<file path="src/rtl/snn_readout_pkg.sv">
// Shared types for the SNN output readout: FSM state encoding and counts_flat slicing.
// Latency: n/a (types and constant functions only).
// Backpressure: n/a.
package snn_readout_pkg;

    // Readout sequence: pulse network clear, count a window, argmax scan, hold result
    typedef enum logic [2:0] {
        ST_IDLE   = 3'd0,
        ST_CLEAR  = 3'd1,
        ST_COUNT  = 3'd2,
        ST_SCAN   = 3'd3,
        ST_RESULT = 3'd4
    } state_t;

    // LSB position of channel ch inside a flattened vector of width-bit counters
    function automatic int unsigned flat_lsb(input int unsigned ch, input int unsigned width);
        return ch * width;
    endfunction

endpackage

</file>
<file path="src/rtl/sat_spike_counter.sv">
// Per-channel saturating spike counter with a sticky saturation flag.
// Latency: count/ovf update on the edge that samples inc; clear wins over inc.
// Backpressure: none; an increment at full scale is dropped and recorded in ovf.
module sat_spike_counter #(
    parameter int COUNTER_SIZE = 8
)(
    input  logic                    clk,
    input  logic                    clr,
    input  logic                    inc,
    output logic [COUNTER_SIZE-1:0] count,
    output logic                    ovf
);

    localparam logic [COUNTER_SIZE-1:0] CNT_MAX = {COUNTER_SIZE{1'b1}};

    // Count up to full scale; further spikes only set the sticky overflow flag
    always_ff @(posedge clk) begin
        if (clr) begin
            count <= '0;
            ovf   <= 1'b0;
        end else if (inc) begin
            if (count == CNT_MAX) begin
                ovf <= 1'b1;
            end else begin
                count <= count + COUNTER_SIZE'(1);
            end
        end
    end

endmodule

</file>
<file path="src/rtl/spike_count_classifier.sv">
// SNN readout: per start, clears the network, counts spikes per channel over a window, argmax-scans the winner.
// Latency: start accepted at edge k -> snn_rst during the following cycle, result_valid at edge k+2+W+NUM_CHANNELS.
// Backpressure: result_valid/winner/winner_count/tie hold while result_ready=0; start is ignored until back in IDLE.
module spike_count_classifier
    import snn_readout_pkg::*;
#(
    parameter  int NUM_CHANNELS = 4,
    parameter  int COUNTER_SIZE = 8,
    parameter  int WINDOW_WIDTH = 16,
    localparam int IDX_W        = $clog2(NUM_CHANNELS)
)(
    input  logic                                 S_AXI_ACLK,
    input  logic                                 S_AXI_ARESETN,
    input  logic                                 start,
    input  logic [WINDOW_WIDTH-1:0]              window_len,
    input  logic [NUM_CHANNELS-1:0]              spike_in,
    output logic                                 snn_rst,
    output logic                                 busy,
    output logic                                 result_valid,
    input  logic                                 result_ready,
    output logic [IDX_W-1:0]                     winner,
    output logic [COUNTER_SIZE-1:0]              winner_count,
    output logic                                 tie,
    output logic [NUM_CHANNELS*COUNTER_SIZE-1:0] counts_flat,
    output logic [NUM_CHANNELS-1:0]              overflow
);

    localparam logic [IDX_W-1:0] LAST_IDX = IDX_W'(NUM_CHANNELS - 1);

    state_t                    state;
    state_t                    state_nxt;
    logic                      accept;
    logic                      cnt_clr;
    logic [NUM_CHANNELS-1:0]   cnt_inc;
    logic [COUNTER_SIZE-1:0]   cnt [NUM_CHANNELS];
    logic [WINDOW_WIDTH-1:0]   win_cnt;
    logic [IDX_W-1:0]          scan_idx;
    logic [COUNTER_SIZE-1:0]   scan_cur;
    logic [COUNTER_SIZE-1:0]   run_max;
    logic [IDX_W-1:0]          run_idx;
    logic                      run_tie;
    logic                      result_valid_nxt;
    logic                      load_result;

    // start is only honoured from IDLE; everything else ignores it
    assign accept   = (state == ST_IDLE) && start;
    // Counters clear on reset and on every accepted start
    assign cnt_clr  = !S_AXI_ARESETN || accept;
    // spike_in only reaches the counters during the counting window
    assign cnt_inc  = (state == ST_COUNT) ? spike_in : '0;
    assign scan_cur = cnt[scan_idx];

    for (genvar i = 0; i < NUM_CHANNELS; i++) begin : g_ch
        sat_spike_counter #(
            .COUNTER_SIZE (COUNTER_SIZE)
        ) u_cnt (
            .clk   (S_AXI_ACLK),
            .clr   (cnt_clr),
            .inc   (cnt_inc[i]),
            .count (cnt[i]),
            .ovf   (overflow[i])
        );
        assign counts_flat[flat_lsb(i, COUNTER_SIZE) +: COUNTER_SIZE] = cnt[i];
    end

    // State register
    always_ff @(posedge S_AXI_ACLK) begin
        if (!S_AXI_ARESETN) begin
            state <= ST_IDLE;
        end else begin
            state <= state_nxt;
        end
    end

    // Next-state: a zero-length window skips COUNT; SCAN visits every channel once
    always_comb begin
        state_nxt = state;
        case (state)
            ST_IDLE:   if (start) state_nxt = ST_CLEAR;
            ST_CLEAR:  state_nxt = (win_cnt != '0) ? ST_COUNT : ST_SCAN;
            ST_COUNT:  if (win_cnt == WINDOW_WIDTH'(1)) state_nxt = ST_SCAN;
            ST_SCAN:   if (scan_idx == LAST_IDX) state_nxt = ST_RESULT;
            ST_RESULT: if (result_valid && result_ready) state_nxt = ST_IDLE;
            default:   state_nxt = ST_IDLE;
        endcase
    end

    // Outputs: the first RESULT cycle copies the scan outcome into the result registers,
    // and result_valid rises together with them so winner/count/tie are already stable
    always_comb begin
        snn_rst          = (state == ST_CLEAR);
        busy             = (state != ST_IDLE);
        load_result      = (state == ST_RESULT) && !result_valid;
        result_valid_nxt = (state == ST_RESULT) && !(result_valid && result_ready);
    end

    // result_valid is registered; it drops on the cycle after the handshake
    always_ff @(posedge S_AXI_ACLK) begin
        if (!S_AXI_ARESETN) begin
            result_valid <= 1'b0;
        end else begin
            result_valid <= result_valid_nxt;
        end
    end

    // Window down-counter: loaded on start, one tick per COUNT cycle
    always_ff @(posedge S_AXI_ACLK) begin
        if (!S_AXI_ARESETN) begin
            win_cnt <= '0;
        end else if (accept) begin
            win_cnt <= window_len;
        end else if (state == ST_COUNT) begin
            win_cnt <= win_cnt - WINDOW_WIDTH'(1);
        end
    end

    // Scan pointer walks channel 0..NUM_CHANNELS-1 and parks at 0 outside SCAN
    always_ff @(posedge S_AXI_ACLK) begin
        if (!S_AXI_ARESETN) begin
            scan_idx <= '0;
        end else if (state == ST_SCAN && scan_idx != LAST_IDX) begin
            scan_idx <= scan_idx + IDX_W'(1);
        end else begin
            scan_idx <= '0;
        end
    end

    // Running argmax: strictly greater replaces, equal flags a tie and keeps the lower index
    always_ff @(posedge S_AXI_ACLK) begin
        if (!S_AXI_ARESETN) begin
            run_max <= '0;
            run_idx <= '0;
            run_tie <= 1'b0;
        end else if (state == ST_SCAN) begin
            if (scan_idx == '0) begin
                run_max <= scan_cur;
                run_idx <= '0;
                run_tie <= 1'b0;
            end else if (scan_cur > run_max) begin
                run_max <= scan_cur;
                run_idx <= scan_idx;
                run_tie <= 1'b0;
            end else if (scan_cur == run_max) begin
                run_tie <= 1'b1;
            end
        end
    end

    // Result registers: cleared on start, loaded once per classification, held in IDLE
    always_ff @(posedge S_AXI_ACLK) begin
        if (!S_AXI_ARESETN || accept) begin
            winner       <= '0;
            winner_count <= '0;
            tie          <= 1'b0;
        end else if (load_result) begin
            winner       <= run_idx;
            winner_count <= run_max;
            tie          <= run_tie;
        end
    end

endmodule

</file>
<file path="config.mk">
export PLATFORM = sky130hd
export DESIGN_NAME = spike_count_classifier
export DESIGN_NICKNAME = d
export VERILOG_FILES = /design/src/rtl/snn_readout_pkg.sv /design/src/rtl/sat_spike_counter.sv /design/src/rtl/spike_count_classifier.sv
export SDC_FILE = /design/constraint.sdc
export NUM_CORES = 1
export LEC_CHECK = 0
export ABC_AREA = 1
export CAP_MARGIN = 10
export CORE_MARGIN = 5
export CORE_UTILIZATION = 48
export DETAILED_ROUTE_END_ITERATION = 10
export PLACE_DENSITY = 0.76
export SLEW_MARGIN = 20
export SYNTH_ARGS = -nofsm -noshare
export SYNTH_HDL_FRONTEND = slang
export SYNTH_SLANG_ARGS = --single-unit
</file>
<file path="constraint.sdc">
create_clock -name S_AXI_ACLK -period 2.42 [get_ports S_AXI_ACLK]
set_input_delay 0.242 -clock S_AXI_ACLK [delete_from_list [all_inputs] [get_ports S_AXI_ACLK]]
set_output_delay 0.242 -clock S_AXI_ACLK [all_outputs]
set_load 0.05 [all_outputs]
</file>
==> summary.txt, run 1 <==
Met3 GRT Util: 4.614%
Area of the multi-input gates: 0.002414 mm²
Worst-path fanout max: 18
Least-Margin Pin Slew: 0.5228 ns
Worst EP arrival: 2.55 ns
Final setup margin: 0.1244 ns
Vias post-DR: 4396
Gr busiest metal: met2
Overall Power: 4.552 mW
R2R Path Start: scan_idx[0]$_SDFF_PN0_
FFs w/ async S/R, synth: 0%
Slew HR: 65.04%
Clk Latency, worst-skew pair: 0.35 ns
Layout Nets: 759
Post-synth cell types: 41
Io pins: 74
PD cells: 835.5 mW/mm²
Post-route clock skew: 0.007610 ns
EDFF count, synth: 0
Final Wtd Congestion: 0.9937
Clock network power share: 21.2%
Core area: 0.009109 mm²
Register area share after synthesis: 36.28%
Worst Setup Start Kind: flip-flop
Net Count, Synth: 686
Initial core utilization: 48.46%
Fmax: 435.6 MHz
Sw Share: 42.09%
Hold Violations, Final: 0
Routed WL: 11020 µm
Fin crit period: 2.296 ns
Gr usage total: 19.91%
Max Slew Vio Count: 0
First-pass DRT Iterations: 5
Internal power: 2.636 mW
Fill cell count: 861
Layout cell share with drive strength beyond 1: 7.746%
Post-CTS Setup Bufs: 0
Register-to-Register Setup Slack: 0.12 ns
Global-route wire length before repair: 18540 µm
Status: completed
Hold depth: 2
Sequential share of power: 36.4%
Rows: 35
Net Sw Power: 1.916 mW
WS Path Type: flip-flop to flip-flop
Vias in the first global route: 4123
Mapped Cells: 646
Clk sink count: 80
Grt total ovfl: 0
R2r worst-path depth: 13
Area growth syn-to-layout: 23.41%
Period utilization: 94.86%
Chip width: 105.9 µm
Antenna viol nets, final: 0
Htree depth: 3
Maximum clock path buffer count: 2
RSZ-0062 raised after global routing: true
Endpoint class of the critical path: flip-flop
Worst-path clk slew: 0.08 ns
HP Start: winner_count[1]$_SDFFE_PP0P_
Max-cap violations: 0
DRC Markers: 0
Full die area: 0.01121 mm²
Yosys reg bits: 80
Crit path from: scan_idx[0]$_SDFF_PN0_
Ant diodes: 0
TritonCTS clock tree: yes
Setup WS pre-CTS: -0.01718 ns
Post-DP HPWL: 8438 µm
Via-to-Cell Ratio: 5.271
Worst Hold Class: flip-flop to flip-flop
Hold WS: 0.4654 ns
Initial antenna violation count: 0
Grt met1 use: 24.54%
FF-to-FF End: run_max[1]$_SDFFE_PN0P_
Die height: 105.9 µm
Initial drt markers: 270
Main synth FF type: dfxtp_1
Hold Path End: winner_count[1]$_SDFFE_PP0P_
Syn avg cell area: 6.833 µm²
Post-layout util: 59.81%
WP data required: 2.67 ns
CTS root buf: clkbuf_8
Leak Pwr: 2.208 nW
GRT met2 Usage: 33.93%
Clock buffer count from CTS: 9
Worst IR Drop VDD: 0.5123 mV
Syn Std Cell Area: 0.004414 mm²
Combinational share of power: 42.4%
Largest net degree at the start of global routing: 26
Mean routed wirelength per cell: 13.21 µm
Ys Warns: 0
Setup Viol. Count Final: 0
Port bufs: 73
Reg area: 0.001603 mm²
## registers in the layout (all words and copies together), names as in the netlist
register	cells
run_tie	1
run_idx	2
g_ch.u_cnt.count	32
run_max	8
tie	1
g_ch.u_cnt.ovf	4
winner_count	8
winner	2
win_cnt	16
scan_idx	2
result_valid	1
state	3
## worst max path at each step
stage | to | cells past startpoint
floorplan | run_max[0]$_SDFFE_PN0P_ | 15
global placement | run_max[1]$_SDFFE_PN0P_ | 15
detailed placement | run_max[1]$_SDFFE_PN0P_ | 15
CTS | run_max[1]$_SDFFE_PN0P_ | 15
global route | run_max[5]$_SDFFE_PN0P_ | 13
finish | run_max[1]$_SDFFE_PN0P_ | 13
## cells by family (layout without fill, tap and decap cells)
| kind of cell | count (synthesis) | after routing | share of synthesized area, % |
|---|---|---|---|
| AND/OR/NAND/NOR | 324 | 324 | 33.02 |
| AO/OA/AOI/OAI | 117 | 117 | 14.40 |
| buffers and inverters | 98 | 175 | 9.581 |
| flip-flops | 80 | 80 | 36.28 |
| adder cells (fa/ha/maj) | 16 | 16 | 4.535 |
| XOR/XNOR | 11 | 11 | 2.182 |
## cells in the mapped netlist, drive strengths merged (4+ instances only)
| cell | instances | area, µm² |
|---|---|---|
| nand4 | 14 | 87.58 |
| o211ai | 6 | 45.04 |
| buf | 18 | 120.1 |
| nand2 | 160 | 628.1 |
| nor3 | 12 | 70.07 |
| a21oi | 58 | 290.3 |
| clkbuf | 5 | 18.77 |
| xnor2 | 10 | 87.58 |
| dfxtp | 80 | 1602 |
| inv | 73 | 276.5 |
| nand3 | 42 | 210.2 |
| nand3b | 7 | 52.55 |
| ha | 16 | 200.2 |
| nor2 | 82 | 362.8 |
| o21ai | 35 | 175.2 |
| a31oi | 7 | 43.79 |
| or2 | 4 | 25.03 |
| o22ai | 4 | 25.02 |
## routing by layer
layer  vias to the layer above  share of wire, %  wire [µm]
met5                         -                 0          0
met4                         0               1.9        209
met3                        24               6.2        678
met2                       135                49       5365
met1                      1981                43       4767
li1                       2256                 -          -
## area by class of cell
type                    instances  share of cell area [%]
inverters                      75                   5.214
clock inverters                 3                  0.7809
multi-input cells             468                   44.30
flip-flops and latches         80                   29.42
repair buffers                 85                   15.07
well taps                     111                   2.549
clock buffers                  12                   2.664
## critical path: stages, from the launching register on
cell and delay (ns):
dfxtp_1 0.35, buf_4 0.22, o21ai_0 0.13, o22ai_1 0.26
ha_1 0.30, a21o_1 0.19, nor2_1 0.13, nand2_1 0.08
nand2_1 0.11, nand2_2 0.13, nand2_4 0.14, nand2_1 0.06
nand2_1 0.07, nor2_1 0.04
## per-stage QoR
| stage | instances | TNS [ns] | cell area (µm²) |
|---|---|---|---|
| after global routing | 834 | -0.03335 | 5448 |
| after detailed placement | 819 | -0.06297 | 5235 |
| after CTS | 834 | 0 | 5425 |
| after global placement | 819 | 0 | 5235 |
| after floorplan | 646 | 0 | 4414 |
| final | 834 | 0 | 5448 |
## power by group through the flow
stage | sequential [mW] | clock [mW] | combinational [mW]
global placement | 1.68 | 0 | 1.86
floorplan | 1.71 | 0 | 1.44
CTS | 1.65 | 0.986 | 1.91
finish | 1.66 | 0.963 | 1.93
global route | 1.68 | 1.04 | 2.19
detailed placement | 1.68 | 0 | 1.90
## placed cells by master, fill, tap and decap left out, drive strengths merged, types with 2 or more instances in the layout
cell             n
clkinv           2
o21ai           35
nand3           42
nand2          160
o22ai            4
or2              4
inv             74
dfxtp           80
xnor2           10
a31oi            7
ha              16
nand3b           7
o211ai           6
clkdlybuf4s50   73
nand4           14
nor2            82
clkbuf          12
buf             12
a21oi           58
nor3            12
nor3b            2
## repair_timing
item                       in CTS  in global routing
pin swaps                       0                  0
setup endpoints to repair       5                 11
gates resized for setup         1                 10
hold buffers                    0                  0
No activity file was read; power rests on OpenSTA's default activity.
==> run 2: changes to the inputs <==
==> constraint.sdc (replaced) <==
create_clock -name S_AXI_ACLK -period 1.92 [get_ports S_AXI_ACLK]
set_input_delay 0.192 -clock S_AXI_ACLK [delete_from_list [all_inputs] [get_ports S_AXI_ACLK]]
set_output_delay 0.192 -clock S_AXI_ACLK [all_outputs]
set_load 0.05 [all_outputs]
==> summary.txt, run 2 (synthesis results as in run 1) <==
Post-layout util: 67.01%
Initial antenna violation count: 0
Max-cap violations: 0
Grt total ovfl: 0
Max Slew Vio Count: 0
Layout cell share with drive strength beyond 1: 21.41%
Leak Pwr: 2.605 nW
RSZ-0062 raised after global routing: true
Chip width: 105.9 µm
Routed WL: 12580 µm
Htree depth: 3
Gr usage total: 23.08%
Setup WS pre-CTS: -0.2150 ns
Slew HR: 63.49%
Io pins: 74
Period utilization: 114.8%
Die height: 105.9 µm
Layout Nets: 816
Post-DP HPWL: 9196 µm
Area of the multi-input gates: 0.002529 mm²
WS Path Type: flip-flop to flip-flop
Fin area: 0.006103 mm²
Post-route clock skew: 0.01140 ns
Port bufs: 73
Fmax: 453.8 MHz
Leading cell types in the layout, fill and taps excluded: 148 x nand2_1, 71 x nor2_1, 69 x clkdlybuf4s50_1
Number of flip-flops under the largest register name: 32
Rows: 35
Maximum clock path buffer count: 2
Worst-path fanout max: 6
Setup TNS: -2.545 ns
HP Start: window_len[8]
TritonCTS clock tree: yes
Post-CTS Hold Buffers: 0
Vias in the first global route: 4547
CTS root buf: clkbuf_8
Fill cell count: 774
Global-route wire length before repair: 21310 µm
FF-to-FF End: run_idx[1]$_SDFFE_PN0P_
Failing checks: negative setup slack
Worst IR Drop VDD: 0.7538 mV
Hold WS: 0.4162 ns
Status: finished, violations left
Least-Margin Pin Slew: 0.5459 ns
Final Wtd Congestion: 0.9285
Full die area: 0.01121 mm²
Most common cell after layout, fill and taps aside: nand2_1
PD cells: 1028 mW/mm²
Largest net degree at the start of global routing: 19
Antenna viol nets, final: 0
Via-to-Cell Ratio: 5.338
Vias post-DR: 4756
Endpoint class of the critical path: flip-flop
Initial drt markers: 199
Worst Hold Class: input port to flip-flop
Reg area: 0.001652 mm²
Worst EP arrival: 2.49 ns
Worst Setup Start Kind: flip-flop
Hold depth: 3
Clock buffer count from CTS: 9
First-pass DRT Iterations: 5
Final setup margin: -0.2834 ns
Ant diodes: 0
Top reg by flops: g_ch.u_cnt.count
Area growth syn-to-layout: 38.27%
Placed Area: 0.005584 mm²
Core area: 0.009109 mm²
R2r worst-path depth: 14
Setup Viol. Count Final: 11
Clk sink count: 80
Largest regs: g_ch.u_cnt.count (32), win_cnt (16)
Hold Path End: win_cnt[8]$_SDFFE_PN0P_
Mean routed wirelength per cell: 14.11 µm
WP data required: 2.20 ns
Worst-path clk slew: 0.08 ns
Fin crit period: 2.203 ns
Register-to-Register Setup Slack: -0.28 ns
R2R Path Start: scan_idx[0]$_SDFF_PN0_
Clk Latency, worst-skew pair: 0.35 ns
Hold Violations, Final: 0
Initial core utilization: 48.46%
DRC Markers: 0
==> run 2: cell count changes in the layout (fill, tap and decap cells not counted), moves of 5 or more <==
cell	before	now
buf_4	12	64
o21ai_0	34	24
dfxtp_2	1	25
dfxtp_1	79	50
dfxtp_4	0	5
nor2_1	76	71
o21ai_1	1	8
==> run 2: how the worst max path moves through the flow <==
stage | end | start | slack (ns) | cells past startpoint
after detailed placement | run_max[6]$_SDFFE_PN0P_ | scan_idx[0]$_SDFF_PN0_ | -0.21 | 16
final | run_idx[1]$_SDFFE_PN0P_ | scan_idx[0]$_SDFF_PN0_ | -0.28 | 14
after global placement | run_max[0]$_SDFFE_PN0P_ | scan_idx[0]$_SDFF_PN0_ | -0.17 | 13
after floorplan | run_max[0]$_SDFFE_PN0P_ | scan_idx[0]$_SDFF_PN0_ | -0.04 | 15
after global routing | run_max[5]$_SDFFE_PN0P_ | scan_idx[1]$_SDFF_PN0_ | -0.41 | 16
after CTS | run_max[5]$_SDFFE_PN0P_ | scan_idx[0]$_SDFF_PN0_ | -0.13 | 14
==> run 2: metal layers <==
layer / GRT usage [%] / part of all wire [%] / wire, µm
met1: 28.30 / 42 / 5259
met2: 41.07 / 50 / 6255
met3: 3.339 / 6.5 / 815
met4: 8.326 / 2.0 / 246
met5: 0 / 0 / 0
==> run 2: cell type report <==
type                    count  area share, %
multi-input cells         469          41.43
flip-flops and latches     80          27.06
repair buffers            140          20.66
inverters                  75          4.797
clock buffers              14          3.198
well taps                 111          2.276
clock inverters             1         0.4920
repair inverters            1        0.08200
==> run 2: metrics by stage <==
step | total power [mW] | instances
floorplan | 4.025 | 646
global placement | 4.630 | 855
detailed placement | 4.693 | 855
CTS | 6.197 | 890
global route | 6.716 | 891
finish | 6.273 | 891
==> run 2: repair_timing <==
action / CTS / global route
pin swaps: 22 / 6
cloned: 3 / 0
resized for setup: 44 / 5
endpoints found under the setup margin: 11 / 13
hold endpoints to repair: 0 / 0
setup buffers: 17 / 1
==> run 2: power breakdown <==
part	switching (mW)	internal, mW
Combinational	1.78	1.02
Sequential	0.220	1.88
Clock	0.586	0.789
Total	2.58	3.69
==> run 2: worst max-delay path, cell delays in order (launching register included) <==
cell	delay, ns
dfxtp_4	0.41
clkinv_4	0.10
buf_12	0.15
nor2_4	0.08
o22ai_2	0.10
ha_1	0.35
nand2_2	0.09
nor2_1	0.14
nor2_1	0.05
nand2_1	0.07
nand2_2	0.08
buf_4	0.15
a21oi_4	0.19
nor2_1	0.06
nor2_1	0.10
